==> src/rtl/sdm_nc_ctrl.sv <==
// rtl/sdm_nc_ctrl.sv - SDM noise-cancellation sequencing controller
// Clear, settle, gain ramp, run, and overflow recovery for the accumulator/filter chain.
module sdm_nc_ctrl #(
   parameter int CW      = 12,
   parameter int GW      = 4,
   parameter int CLR_CYC = 4
) (
   input  logic          clk_ref,
   input  logic          rstn,
   input  logic          enable,
   input  logic [CW-1:0] settle_len,
   input  logic [CW-1:0] ramp_step,
   input  logic          ovf,
   output logic          acc_clr,
   output logic          filt_en,
   output logic [GW-1:0] gain,
   output logic          out_valid,
   output logic [2:0]    state,
   output logic [7:0]    ovf_cnt
);

   typedef enum logic [2:0] {
      IDLE    = 3'd0,
      CLEAR   = 3'd1,
      SETTLE  = 3'd2,
      RAMP    = 3'd3,
      RUN     = 3'd4,
      RECOVER = 3'd5
   } state_t;

   localparam logic [CW-1:0] ONE      = CW'(1);
   localparam logic [CW-1:0] CLR_LAST = CW'(CLR_CYC - 1);
   localparam logic [GW-1:0] GMAX     = '1;
   localparam logic [GW-1:0] G_ONE    = GW'(1);

   state_t        st, nxt;
   logic [CW-1:0] cnt, cnt_nxt;
   logic [CW-1:0] s_len, s_nxt;
   logic [CW-1:0] r_len, r_nxt;
   logic [GW-1:0] gain_nxt;
   logic          ovf_hit;
   logic          acc_clr_nxt, filt_en_nxt, out_valid_nxt;
   logic [GW-1:0] gain_out_nxt;

   always_ff @(posedge clk_ref or negedge rstn) begin
      if (!rstn) begin
         st        <= IDLE;
         cnt       <= '0;
         s_len     <= ONE;
         r_len     <= ONE;
         acc_clr   <= 1'b1;
         filt_en   <= 1'b0;
         gain      <= '0;
         out_valid <= 1'b0;
         ovf_cnt   <= '0;
      end else begin
         st        <= nxt;
         cnt       <= cnt_nxt;
         s_len     <= s_nxt;
         r_len     <= r_nxt;
         acc_clr   <= acc_clr_nxt;
         filt_en   <= filt_en_nxt;
         gain      <= gain_out_nxt;
         out_valid <= out_valid_nxt;
         if (ovf_hit && ovf_cnt != 8'hFF)
            ovf_cnt <= ovf_cnt + 8'd1;
      end
   end

   always_comb begin
      nxt      = st;
      cnt_nxt  = cnt + ONE;
      s_nxt    = s_len;
      r_nxt    = r_len;
      gain_nxt = gain;
      ovf_hit  = 1'b0;
      case (st)
         IDLE: begin
            cnt_nxt  = '0;
            gain_nxt = '0;
            if (enable) begin
               nxt   = CLEAR;
               s_nxt = (settle_len == '0) ? ONE : settle_len;
               r_nxt = (ramp_step == '0) ? ONE : ramp_step;
            end
         end
         CLEAR, RECOVER: begin
            gain_nxt = '0;
            if (cnt == CLR_LAST) begin
               nxt     = SETTLE;
               cnt_nxt = '0;
            end
         end
         SETTLE: begin
            gain_nxt = '0;
            if (cnt == s_len - ONE) begin
               nxt     = RAMP;
               cnt_nxt = '0;
            end
         end
         RAMP: begin
            if (cnt == r_len - ONE) begin
               cnt_nxt  = '0;
               gain_nxt = gain + G_ONE;
               if (gain + G_ONE == GMAX)
                  nxt = RUN;
            end
         end
         RUN: begin
            cnt_nxt  = '0;
            gain_nxt = GMAX;
         end
         default: begin
            nxt      = IDLE;
            cnt_nxt  = '0;
            gain_nxt = '0;
         end
      endcase

      // Dropping enable wins over overflow and does not count as an event.
      if (st != IDLE && !enable) begin
         nxt     = IDLE;
         cnt_nxt = '0;
      end else if (ovf && (st == SETTLE || st == RAMP || st == RUN)) begin
         nxt     = RECOVER;
         cnt_nxt = '0;
         ovf_hit = 1'b1;
      end

      acc_clr_nxt   = (nxt == IDLE) || (nxt == CLEAR) || (nxt == RECOVER);
      filt_en_nxt   = (nxt == SETTLE) || (nxt == RAMP) || (nxt == RUN);
      out_valid_nxt = (nxt == RAMP) || (nxt == RUN);
      if (nxt == RUN)
         gain_out_nxt = GMAX;
      else if (nxt == RAMP)
         gain_out_nxt = gain_nxt;
      else
         gain_out_nxt = '0;
   end

   assign state = st;

endmodule

==> config.mk <==
export PLATFORM = sky130hd
export DESIGN_NAME = sdm_nc_ctrl
export DESIGN_NICKNAME = d
export VERILOG_FILES = /design/src/rtl/sdm_nc_ctrl.sv
export SDC_FILE = /design/constraint.sdc
export NUM_CORES = 1
export LEC_CHECK = 0
export ABC_AREA = 1
export BUFFER_PORTS_ARGS = -buffer_cell sky130_fd_sc_hd__buf_4
export CORE_MARGIN = 4
export CORE_UTILIZATION = 30
export DETAILED_ROUTE_END_ITERATION = 8
export GPL_TIMING_DRIVEN = 0
export RECOVER_POWER = 100
export SLEW_MARGIN = 20
export SYNTH_ARGS = -nofsm -noshare
export SYNTH_HDL_FRONTEND = slang
export SYNTH_SLANG_ARGS = --single-unit
==> constraint.sdc <==
create_clock -name clk_ref -period 3.2 [get_ports clk_ref]
set_input_delay 0.32 -clock clk_ref [delete_from_list [all_inputs] [get_ports clk_ref]]
set_output_delay 0.32 -clock clk_ref [all_outputs]
set_load 0.01 [all_outputs]
Yosys cells after proc, flatten, opt, wreduce, memory -nomap -nowiden
Cells that the tools add are included.
{"block": "word_totals", "ff_bits": 54, "inputBits": 28, "output_inout_bits": 18, "wordCells": 70}
{"block": "op_classes", "addsub": 5, "eq_ne": 16, "mux": 22, "reduce_logical": 18}
{"operator": "2-to-1 mux 12 bit", "count": 7}
{"operator": "case mux 12 bit (3 select lines)", "count": 1}
{"operator": "== test 12 bit", "count": 2}
{"operator": "zero test 12 bit", "count": 2}
{"operator": "subtractor 12 x 1 -> 12 bit (second input constant)", "count": 2}
{"operator": "2-to-1 mux 3 bit", "count": 7}
{"operator": "case mux 3 bit (5 select lines)", "count": 1}
{"operator": "adder 12 x 1 -> 12 bit (second input constant)", "count": 1}
{"operator": "== test 12 x 2 -> 1 bit (second input constant)", "count": 1}
{"operator": "== test 3 x 2 -> 1 bit (second input constant)", "count": 4}
{"operator": "== test 3 bit (second input constant)", "count": 4}
{"operator": "2-to-1 mux 4 bit", "count": 3}
{"operator": "adder 8 x 1 -> 8 bit (second input constant)", "count": 1}
{"operator": "!= test 8 bit (second input constant)", "count": 1}
{"operator": "case mux 4 bit (2 select lines)", "count": 1}
{"operator": "logical OR 1 bit", "count": 7}
{"operator": "== test 3 x 1 -> 1 bit (second input constant)", "count": 2}
{"operator": "zero test 3 bit", "count": 2}
{"operator": "adder 4 x 1 -> 4 bit (second input constant)", "count": 1}
{"operator": "== test 4 bit (second input constant)", "count": 1}
{"operator": "!= test 4 x 3 -> 1 bit (second input constant)", "count": 1}
{"operator": "logical AND 1 bit", "count": 3}
{"operator": "nonzero test 3 bit", "count": 1}
{"operator": "2-to-1 mux 1 bit", "count": 2}
{"operator": "other kinds (3)", "count": 3}

Logic depth before layout (Yosys ltp)
Gate-level depths: netlist of the first run.
{"block": "logic_depth", "word_depth": 10, "ltp_mapped": 18, "ltp_nobuf": 18}

Least setup slack after synthesis of the first run
No wires, ideal clock.
{"block": "synth_timing", "path_kind": "register to register", "startpoint": "register r_len[0]", "endpoint": "register cnt[4]", "setup_time_ns": 0.135, "t_arrival_ns": 2.169, "required_time_ns": 3.065, "setup_slack_ns": 0.896, "path_stages_with_launch": 17, "path_buffers": 0, "period_less_slack_ns": 2.304, "path_cell_list": "dfstp_2 inv_1 ha_1 inv_1 nand2_1 nand2_1 nor2_1 nand2_1 nor2_1 nand3_1 nor2_2 nand3_2 nand2_2 inv_2 or2_4 o21ai_4 nor3b_2"}
{"block": "synth_between", "elab_chain_cells": 6}
{"element": "from (decl)", "line_no": "39", "rtl": "logic [CW-1:0] r_len, r_nxt;"}
{"element": "from (signal assigned)", "line_no": "60", "rtl": "r_len <= r_nxt;"}
{"element": "subtractor 12 x 1 -> 12 bit", "line_no": "102", "rtl": "if (cnt == r_len - ONE) begin"}
{"element": "== test 12 bit", "line_no": "102"}
{"element": "2-to-1 mux 12 bit", "line_no": "102"}
{"element": "case mux 12 bit (3 select lines)", "line_no": "77", "rtl": "case (st)"}
{"element": "2-to-1 mux 12 bit", "line_no": "124", "rtl": "end else if (ovf && (st == SETTLE || st == RAMP || st == RUN)) begin"}
{"element": "2-to-1 mux 12 bit", "line_no": "121", "rtl": "if (st != IDLE && !enable) begin"}
{"element": "via cnt_nxt[4]", "line_no": "37", "rtl": "logic [CW-1:0] cnt, cnt_nxt;"}
{"element": "to (signal assigned)", "line_no": "58", "rtl": "cnt <= cnt_nxt;"}
{"element": "to (decl)", "line_no": "37"}
The timed path passes the listed nets, and every way through them passes these cells.
A chain may end at the register's enable or synchronous reset.

Worst setup path in the final report of the first run
{"block": "layout_timing", "startpoint": "register s_len[0]", "endpoint": "register gain[2]"}
{"block": "layout_between", "elab_chain_cells": 9, "elab_cells_between_ends": 11, "classes_between": "1 x add/sub; 4 x eq/ne; 6 x mux"}
{"element": "from (decl)", "line_no": "38", "rtl": "logic [CW-1:0] s_len, s_nxt;"}
{"element": "from (signal assigned)", "line_no": "59", "rtl": "s_len <= s_nxt;"}
{"element": "subtractor 12 x 1 -> 12 bit (*)", "line_no": "96", "rtl": "if (cnt == s_len - ONE) begin"}
{"element": "== test 12 bit (*)", "line_no": "96"}
{"element": "2-to-1 mux 3 bit (*)", "line_no": "96"}
{"element": "case mux 3 bit (5 select lines) (*)", "line_no": "77"}
{"element": "2-to-1 mux 3 bit (*)", "line_no": "124"}
{"element": "2-to-1 mux 3 bit (*)", "line_no": "121"}
{"element": "== test 3 x 2 -> 1 bit", "line_no": "135", "rtl": "else if (nxt == RAMP)"}
{"element": "2-to-1 mux 4 bit", "line_no": "135"}
{"element": "2-to-1 mux 4 bit", "line_no": "133", "rtl": "if (nxt == RUN)"}
{"element": "to (signal assigned)", "line_no": "63", "rtl": "gain <= gain_out_nxt;"}
{"element": "to (decl)", "line_no": "16", "rtl": "output logic [GW-1:0] gain,"}
Mark *: on every way between the ends. The rest lies on a longest branch, timed or not.

==> run_results.csv, run 1 <==
group,metric,value,unit
worst_setup_path,worst_setup_path_end_kind,"flop",
sta,slew_violations,0,
cts,cts.clk_slew.worst_paths,70,ps
worst_setup_path,cp-start-kind,"flop",
detailed_routing,vias_per_cell,4.72,
floorplan,core_area,11500,um^2
detailed_routing,drtPass1Iterations,4,
sta,min_period_over_period,0.868,
sta,tightest_slew,1390,ps
power_and_ir_drop,powerDensity,741,nW/um^2
yosys,syn_area_per_cell,7.29,um^2
worst_setup_path,slowest_stage,"dfstp_2",
sta,max_slew_margin,0.0751,
cts,hold_buffers,0,
placed_design,hpwl,6.88,mm
yosys,ys.warnings.count,0,
yosys,syn-instance-count,488,
worst_setup_path,path_class,"flop to flop",
sta,fmax,0.360,GHz
worst_setup_path,reg2reg_depth,18,
yosys,yosys.area.top_type,"dfrtp_1",
detailed_routing,drcViolationCount,0,
cts,cts-root-buf,"clkbuf_16",
run_status,status,"completed",
final_layout,layout_commonest_cell,"nand2_1",
detailed_routing,route.vias.total,3226,
detailed_routing,ant_nets,0,
cts,cts_tree,"built",
detailed_routing,drt_iter0_drc,111,
global_route,grt_max_degree,55,
worst_setup_path,slowest_delay,550,ps
sta,tns,0,ps
worst_setup_path,r2r_end,"gain[2]",
yosys,yosysSeqAreaShare,0.381,
worst_setup_path,crit_fanout,8,
placed_design,numPortBuffers,45,
global_route,track_usage,0.135,
cts,clkSinkCount,54,
sta,post-route-min-period,2780,ps
worst_setup_path,regToRegSetupSlack,420,ps
floorplan,die_h,117,um
yosys,yosysUniqueCellTypes,39,
floorplan,die_width,117,um
power_and_ir_drop,peakVddDrop,0.236,mV
floorplan,rows,39,
sta,hold_viol,0,
worst_hold_path,holdCritPathClass,"primary input to flop",
power_and_ir_drop,p_total,3.05,mW
sta,rsz0062_at_grt,"false",
yosys,synth_top_area_share,0.359,
worst_hold_path,min_path_cells,3,
yosys,syn_area,3560,um^2
final_layout,drive_gt1_frac,0.140,
final_layout,area_growth,15.8,%
cts,cts_inserted_buffers,5,
worst_setup_path,cp_cell_sequence,"clkinv_1 > ha_1 > inv_1 > nand2_1 > nand2_1 > nand2_1 > nand2_1 > nand3_1 > nor2_1 > nand3b_1 > nor2_1 > nand3_1 > nand3_2 > nand2_4 > nand3_1 > nand2_1 > nand2_1 > nand2_1",
worst_setup_path,crit_top_cell,"nand2_1",
cts,cts_resized,0,
worst_hold_path,min_to,"r_len[5]",
yosys,yosys_register_bits,54,
global_route,gr-total-overflow,0,
final_layout,fin_nets,574,
flow_run,drv_cap,0,
worst_setup_path,arrival,2960,ps
floorplan,start_util,0.309,
cts,cts-htree-levels,2,
floorplan,num_io_pins,46,
yosys,syn_nets,522,
worst_setup_path,required,3390,ps
sta,setup_viol,0,
cts,clk_latency,290,ps
placed_design,gp_congestion,0.845,
sta,whs,239,ps
global_route,grt_pass1_wl,15.0,mm
cts,post_cts_buffers,0,
sta,skew,8.76,ps
detailed_routing,wire_per_inst,12.5,um
yosys,synth_area_leaders,"dfrtp_1 (36%), nand2_1 (16%), inv_1 (5.4%)",
worst_setup_path,r2r-start,"s_len[0]",
cts,cts_max_path_buffers,2,
detailed_routing,postRouteWirelength,8.58,mm
global_route,antenna_found_initial,0,
global_route,grt_pass1_vias,3316,
final_layout,diodes,0,
worst_hold_path,worstHoldStart,"ramp_step[5]",
final_layout,mostFrequentLayoutCells,"nand2_1 (149), inv_1 (51), dfrtp_1 (51)",
floorplan,die_area,13700,um^2
power_and_ir_drop,p_leak,1.97,nW
==> cell type report <==
cell class | count | area [um^2]
Clock inverter | 1 | 30.0
Clock buffer | 7 | 133
Fill cell | 1257 | 7390
Buffer | 6 | 23.8
Sequential cell | 54 | 1360
Multi-Input combinational cell | 370 | 1920
Timing Repair Buffer | 45 | 268
Inverter | 58 | 218
Tap cell | 143 | 179
==> through the flow <==
stage	util	setup WS (ps)	area, um^2	cells
detailed placement	0.354	439	4080	676
floorplan	-	896	3560	488
CTS	0.368	431	4240	684
global route	0.358	41.2	4120	684
finish	0.358	422	4120	684
global placement	0.354	478	4080	676
==> cell usage after synthesis <==
cell,number
clkinv_1,1
nand4_1,12
buf_2,1
or2_0,2
nand3_1,37
or2_2,2
nor3_1,4
nand2_4,2
clkbuf_1,5
xnor2_1,13
xor2_1,14
o21ai_4,1
nor3b_1,1
nor3_2,2
inv_2,6
nor2_2,16
a21oi_2,1
a31oi_1,1
a21oi_1,9
a21boi_1,1
a21oi_4,1
o21ai_0,20
nand3b_1,1
nand2_2,5
nor3b_2,2
nor2_4,3
nor2_8,1
or2_1,1
a31oi_2,1
a311oi_1,2
nor2_1,46
ha_1,6
dfstp_2,3
inv_1,51
dfrtp_1,51
nand3_2,5
or2_4,1
nor4_1,8
nand2_1,149
==> cells by family after synthesis <==
logic type,share of synthesized area
adders and majority gates,0.0211
buffers and inverters,0.0679
DFF,0.381
AOI/OAI and AO/OA,0.0647
and+or+nand+nor,0.399
xor gates and xnor gates,0.0665
==> critical path: cells and delay by family, from the launching register on <==
family / cells / cell delay [ps]
adder cells (fa/ha/maj): 1 / 360
flip-flops: 1 / 550
AND/OR/NAND/NOR: 15 / 1480
buffers and inverters: 2 / 280
==> how the worst max path moves through the flow <==
| stage | from | to | slack, ps | depth (start not counted) |
|---|---|---|---|---|
| final | s_len[0] | gain[2] | 420 | 18 |
| after floorplan | r_len[0] | cnt[4] | 900 | 16 |
| after CTS | s_len[0] | gain[2] | 430 | 18 |
| after detailed placement | s_len[0] | gain[2] | 440 | 18 |
| after global placement | s_len[0] | gain[2] | 480 | 18 |
| after global routing | s_len[0] | gain[2] | 40 | 18 |
==> state kept, by name, indices dropped and copies added, names as in the netlist <==
name and count:
ovf_cnt 8, filt_en 1, state 3, acc_clr 1, gain 4, cnt 12
s_len 12, r_len 12, out_valid 1
==> where the power goes <==
part	internal, mW	switching, mW	leakage [nW]
clock	0.371	0.240	0.0781
sequential	0.876	0.206	0.702
combinational	0.479	0.880	1.19
total	1.73	1.33	1.97
==> layer usage <==
metal  vias to the layer above  track usage  part of all wire
li1                       1662            -                 -
met1                      1507        0.179              0.48
met2                        47        0.227              0.47
met3                        10       0.0283             0.036
met4                         0       0.0321             0.018
met5                         -            0                 0
Power figures use the tool's default switching activity.
==> inputs of run 2 (changes only) <==
==> constraint.sdc (replaced) <==
create_clock -name clk_ref -period 2.57 [get_ports clk_ref]
set_input_delay 0.257 -clock clk_ref [delete_from_list [all_inputs] [get_ports clk_ref]]
set_output_delay 0.257 -clock clk_ref [all_outputs]
set_load 0.01 [all_outputs]
==> run 2 against run 1 <==
Against the previous run:
- clock power up 25%
- final cell count is 1.0% higher
- combinational power increased by 40%
- non-clock buffer count increased by 7
- sequential power rose by 26%
- fmax increased by 9.5%
- clock skew is essentially flat
- global-route usage about the same
- sequential share of layout area is 1.3 points lower
- via count increased by 1.2%
- total power up 32%
- hold slack lost 63 ps
- highest routed layer unchanged
==> run_results.csv, run 2 (synthesis results as in run 1) <==
group,metric,value,unit
run_status,status,"completed",
worst_setup_path,crit_fanout,5,
sta,max_slew_margin,0.0742,
worst_setup_path,arrival,2710,ps
sta,rsz0062_at_grt,"true",
floorplan,core_area,11500,um^2
power_and_ir_drop,p_leak,2.03,nW
placed_design,numPortBuffers,45,
sta,skew,8.43,ps
sta,slew_violations,0,
final_layout,mostFrequentLayoutCells,"nand2_1 (148), dfrtp_1 (51), inv_1 (49)",
final_layout,drive_gt1_frac,0.182,
worst_setup_path,r2r_end,"cnt[11]",
final_layout,diodes,0,
floorplan,start_util,0.309,
final_layout,layout_commonest_cell,"nand2_1",
floorplan,num_io_pins,46,
cts,cts_tree,"built",
sta,hold_viol,0,
final_layout,n_fill_cell,1244,
sta,whs,176,ps
sta,tightest_slew,1390,ps
final_layout,largestRegisters,"cnt x12, r_len x12, s_len x12",
power_and_ir_drop,peakVddDrop,0.304,mV
detailed_routing,wire_per_inst,12.7,um
floorplan,die_width,117,um
cts,clk_latency,290,ps
detailed_routing,drt_iter0_drc,127,
worst_hold_path,min_path_cells,3,
global_route,gr-total-overflow,0,
placed_design,gp_congestion,0.845,
placed_design,hpwl,6.88,mm
cts,cts-htree-levels,2,
detailed_routing,drtPass1Iterations,4,
detailed_routing,drcViolationCount,0,
final_layout,fin_nets,581,
global_route,grt_pass1_wl,15.0,mm
worst_hold_path,holdCritPathClass,"primary input to flop",
cts,clkSinkCount,54,
sta,fmax,0.394,GHz
cts,cts_inserted_buffers,5,
sta,post-route-min-period,2540,ps
flow_run,drv_cap,0,
detailed_routing,postRouteWirelength,8.77,mm
global_route,antenna_found_initial,0,
cts,cts_max_path_buffers,2,
worst_setup_path,r2r-start,"r_len[0]",
cts,cts-root-buf,"clkbuf_16",
worst_setup_path,worst_setup_path_end_kind,"flop",
power_and_ir_drop,powerDensity,937,nW/um^2
worst_setup_path,required,2750,ps
floorplan,die_h,117,um
worst_setup_path,cp-start-kind,"flop",
sta,setup_viol,0,
detailed_routing,route.vias.total,3265,
worst_setup_path,path_class,"flop to flop",
worst_setup_path,reg2reg_depth,17,
sta,tns,0,ps
cts,cts.clk_slew.worst_paths,70,ps
global_route,track_usage,0.135,
final_layout,area_growth,20.6,%
detailed_routing,ant_nets,0,
floorplan,rows,39,
floorplan,die_area,13700,um^2
worst_hold_path,worstHoldStart,"ramp_step[5]",
power_and_ir_drop,p_total,4.02,mW
global_route,grt_max_degree,55,
global_route,grt_pass1_vias,3315,
worst_setup_path,regToRegSetupSlack,30,ps
worst_hold_path,min_to,"r_len[5]",
sta,min_period_over_period,0.987,
detailed_routing,vias_per_cell,4.73,
-- run 2: cell types whose count changed in the layout (fill, tap and decap cells not counted), moves of 3 or more --
cell	previous run	this run
nor2_1	49	44
nor2_2	13	18
inv_4	0	3
buf_4	26	31
-- run 2: metrics by stage --
stage               setup slack, ps  instance area [um^2]  std cells  utilization
floorplan                       266                  3560        488            -
CTS                            22.2                  4260        685        0.370
global placement               -152                  4080        676        0.354
detailed placement             -191                  4080        676        0.354
global route                   -121                  4290        691        0.373
finish                         34.1                  4290        691        0.373
-- run 2: report_power, final --
part,internal (mW),leakage [nW],switching [mW]
logic,0.725,1.25,1.18
registers,1.09,0.702,0.266
clock network,0.461,0.0781,0.300
-- run 2: worst max-delay path, cell delays in order, from the launching register on --
cell and delay [ps]:
dfstp_2 560, inv_4 50, ha_4 260, inv_2 20
nand2_1 50, nand2_1 40, nor2_1 110, nand2_1 70
nor2_2 100, nand3_1 90, nor2_2 170, nand3_2 90
nand2_2 90, inv_4 30, or2_4 250, o21ai_4 200
clkbuf_16 190, nor2_2 30
-- run 2: worst max path at each step --
stage / cells past startpoint / slack, ps / startpoint / to
after floorplan: 16 / 270 / r_len[0] / cnt[4]
after global placement: 18 / -150 / s_len[0] / gain[2]
after detailed placement: 18 / -190 / s_len[0] / gain[2]
after CTS: 17 / 20 / r_len[0] / cnt[4]
after global routing: 17 / -120 / r_len[0] / cnt[5]
final: 17 / 30 / r_len[0] / cnt[11]
-- run 2: area by class of cell --
class / count / area [um^2] / share of cell area
clock buffer: 7 / 133 / 0.0309
inverter: 58 / 225 / 0.0525
clock inverter: 1 / 30.0 / 0.00700
sequential: 54 / 1360 / 0.316
multi-input combinational: 370 / 2000 / 0.465
buffer: 6 / 23.8 / 0.00554
tap: 143 / 179 / 0.0417
timing repair buffer: 52 / 350 / 0.0816
-- run 2: layer usage --
layer | vias up | part of all wire | track usage | wire length, um
met2 | 55 | 0.47 | 0.229 | 4150
met1 | 1528 | 0.47 | 0.179 | 4160
met4 | 0 | 0.016 | 0.0298 | 141
met5 | - | 0 | 0 | 0
li1 | 1674 | - | - | -
met3 | 8 | 0.037 | 0.0283 | 322
-- run 2: what timing repair did --
item | in CTS | in global routing
gates cloned | 0 | 1
hold buffers | 0 | 0
gates resized for setup | 3 | 12
setup buffers | 1 | 5
setup endpoints to repair | 16 | 19
pin swaps | 1 | 15
==> inputs of run 3 (changes only) <==
--- a/config.mk
+++ b/config.mk
@@ -5,8 +5,8 @@
 export SDC_FILE = /design/constraint.sdc
 export NUM_CORES = 1
 export LEC_CHECK = 0
-export ABC_AREA = 1
 export BUFFER_PORTS_ARGS = -buffer_cell sky130_fd_sc_hd__buf_4
+export CORE_ASPECT_RATIO = 0.6
 export CORE_MARGIN = 4
 export CORE_UTILIZATION = 30
 export DETAILED_ROUTE_END_ITERATION = 8
==> run 3 against run 2 <==
Against the previous run:
- sequential share of layout area grew 1.7 points
- count of clock-buffer cells in the layout is the same
- hold slack gained 12 ps
- global-route usage shrank 0.16 points
- design area shrank 4.8%
- worst setup slack lost 130 ps
- first-iteration DRC count grew 12%
- wire length shrank 1.5%
- the run now ends with setup timing left
- register-to-register slack lost 130 ps
- critical path depth shrank 8
- final cell count shrank 22%
==> run_results.csv, run 3 <==
group,metric,value,unit
placed_design,hpwl,6.51,mm
yosys,ys.warnings.count,0,
floorplan,die_h,90.4,um
global_route,gr-total-overflow,0,
worst_hold_path,holdCritPathClass,"primary input to flop",
yosys,syn-instance-count,346,
global_route,track_usage,0.133,
global_route,antenna_found_initial,0,
yosys,yosys_register_bits,54,
power_and_ir_drop,p_leak,1.71,nW
yosys,yosys-top-cells-count,"dfrtp_1 (51), nor2_1 (30), nand2_1 (25), nor3_1 (25), xor2_1 (25)",
final_layout,layout_commonest_cell,"dfrtp_1",
run_status,status,"finished, violations left",
placed_design,dpl.cell_count,529,
detailed_routing,postRouteWirelength,8.64,mm
final_layout,fin_nets,436,
sta,tns,-643,ps
final_layout,n_fill_cell,1091,
sta,rsz0062_at_grt,"true",
final_layout,mostFrequentLayoutCells,"dfrtp_1 (49), buf_4 (31), nor2_1 (29)",
sta,skew,7.65,ps
power_and_ir_drop,seq_power_share,0.397,
power_and_ir_drop,peakVddDrop,0.382,mV
cts,cts_max_path_buffers,2,
final_layout,diodes,0,
floorplan,core_area,10800,um^2
sta,post-route-min-period,2670,ps
cts,cts.clk_slew.worst_paths,70,ps
sta,setup_viol,17,
detailed_routing,vias_per_cell,5.26,
sta,min_period_over_period,1.04,
worst_setup_path,worst_setup_path_end_kind,"flop",
placed_design,gp_congestion,0.884,
power_and_ir_drop,p_switching,1.36,mW
cts,clkSinkCount,54,
sta,slew_violations,0,
yosys,syn_area_per_cell,9.80,um^2
final_layout,largestRegisters,"cnt x12, r_len x12, s_len x12",
final_layout,drive_gt1_frac,0.229,
yosys,synth_top_flop_cell,"dfrtp_1",
yosys,synth_top_area_share,0.376,
sta,tightest_slew,1400,ps
worst_setup_path,arrival,2880,ps
yosys,synthArstFlopShare,1.00,
worst_setup_path,cp-start-kind,"flop",
cts,cts-htree-levels,2,
sta,hold_viol,0,
worst_setup_path,required,2780,ps
floorplan,rows,29,
global_route,grt_max_degree,55,
floorplan,num_io_pins,46,
power_and_ir_drop,powerDensity,853,nW/um^2
floorplan,start_util,0.314,
floorplan,die_area,13100,um^2
final_layout,design_area,4090,um^2
cts,cts-root-buf,"clkbuf_16",
cts,cts_tree,"built",
sta,fmax,0.375,GHz
run_status,violations,"setup timing",
detailed_routing,ant_nets,0,
power_and_ir_drop,intPower,2.13,mW
detailed_routing,route.vias.total,2843,
detailed_routing,wire_per_inst,16.0,um
yosys,yosys.area.top_type,"dfrtp_1",
detailed_routing,drcViolationCount,0,
placed_design,placed_cell_area,3900,um^2
cts,clk_latency,300,ps
yosys,syn_nets,380,
final_layout,area_growth,20.4,%
floorplan,die_width,145,um
yosys,synth_area_leaders,"dfrtp_1 (38%), mux2_2 (6.6%), xor2_1 (6.5%)",
yosys,yosysUniqueCellTypes,58,
global_route,grt_pass1_wl,14.3,mm
yosys,synth_edf_count,0,
yosys,syn_area,3390,um^2
placed_design,numPortBuffers,44,
global_route,grt_pass1_vias,2750,
detailed_routing,drtPass1Iterations,5,
flow_run,drv_cap,0,
power_and_ir_drop,combinationalPowerShare,0.405,
cts,cts_inserted_buffers,5,
power_and_ir_drop,p_clk_frac,0.199,
final_layout,finalNonFillerCells,541,
worst_setup_path,path_class,"flop to flop",
worst_setup_path,crit_fanout,7,
detailed_routing,drt_iter0_drc,142,
power_and_ir_drop,swShare,0.389,
cts,hold_buffers,0,
sta,worst_slack,-98.5,ps
sta,max_slew_margin,0.0693,
yosys,synth_most_common_cell,"dfrtp_1",
yosys,yosysSeqAreaShare,0.399,
run 3: power by group through the flow:
| stage | Sequential, mW | Combinational [mW] | Clock (mW) |
|---|---|---|---|
| after floorplan | 1.29 | 1.05 | 0 |
| after global placement | 1.36 | 1.28 | 0 |
| after detailed placement | 1.38 | 1.33 | 0 |
| after CTS | 1.38 | 1.41 | 0.713 |
| after global routing | 1.42 | 1.55 | 0.750 |
| final | 1.38 | 1.41 | 0.692 |
run 3: worst paths after layout:
path | startpoint | to | slack, ps | depth (start not counted)
min in group asynchronous | rstn | r_len[4] | 280 | 1
max in group asynchronous | rstn | s_len[5] | 1350 | 1
hold / removal | ramp_step[1] | r_len[1] | 190 | 3
setup reg to reg | r_len[0] | gain[0] | -100 | 9
hold reg to reg | ovf_cnt[6] | ovf_cnt[6] | 510 | 1
setup / recovery | r_len[0] | gain[0] | -100 | 9
run 3: routing by layer:
layer,wire [um],vias to the layer above,track usage
met5,0,-,0
met4,90,0,0.0308
met3,514,9,0.0326
met2,3530,84,0.190
met1,4510,1388,0.202
li1,-,1362,-
run 3: cells by family (layout without fill, tap and decap cells):
kind of cell | count (synthesis) | in the layout | synth area share
simple gates | 131 | 131 | 0.209
buf+inv | 30 | 86 | 0.0402
compound gates | 55 | 55 | 0.133
fa+ha+maj | 6 | 6 | 0.0221
xor+xnor | 48 | 48 | 0.124
mux | 22 | 22 | 0.0723
flops | 54 | 54 | 0.399
run 3: worst max-delay path: stages, from the launching register on:
cell and delay (ps):
dfstp_2 550, inv_2 50, ha_4 250, xor2_1 140, nand4_1 160, nor4b_4 360
o2111ai_4 230, o31a_1 330, a211o_4 330, a32oi_2 180
run 3: area by class of cell:
cell class / instances / area [um^2] / share of cell area
Buffer: 17 / 92.6 / 0.0227
Multi-Input combinational cell: 262 / 1970 / 0.482
Timing Repair Buffer: 50 / 305 / 0.0747
Tap cell: 139 / 174 / 0.0426
Clock buffer: 7 / 143 / 0.0349
Inverter: 12 / 45.0 / 0.0110
Sequential cell: 54 / 1360 / 0.332
run 3: repair_timing:
item	in CTS	in global routing
endpoints found under the setup margin	20	24
hold endpoints to repair	0	0
buffers inserted	6	0
gates resized for setup	10	10
pin swaps	9	6
run 3: through the flow:
stage | power, mW | hold slack (ps) | utilization | setup WS [ps]
floorplan | 2.35 | -38.6 | - | -30.7
detailed placement | 2.71 | 369 | 0.361 | -408
global placement | 2.65 | 356 | 0.361 | -316
CTS | 3.50 | 47.8 | 0.381 | -170
global route | 3.72 | 197 | 0.378 | -208
finish | 3.49 | 188 | 0.378 | -98.5
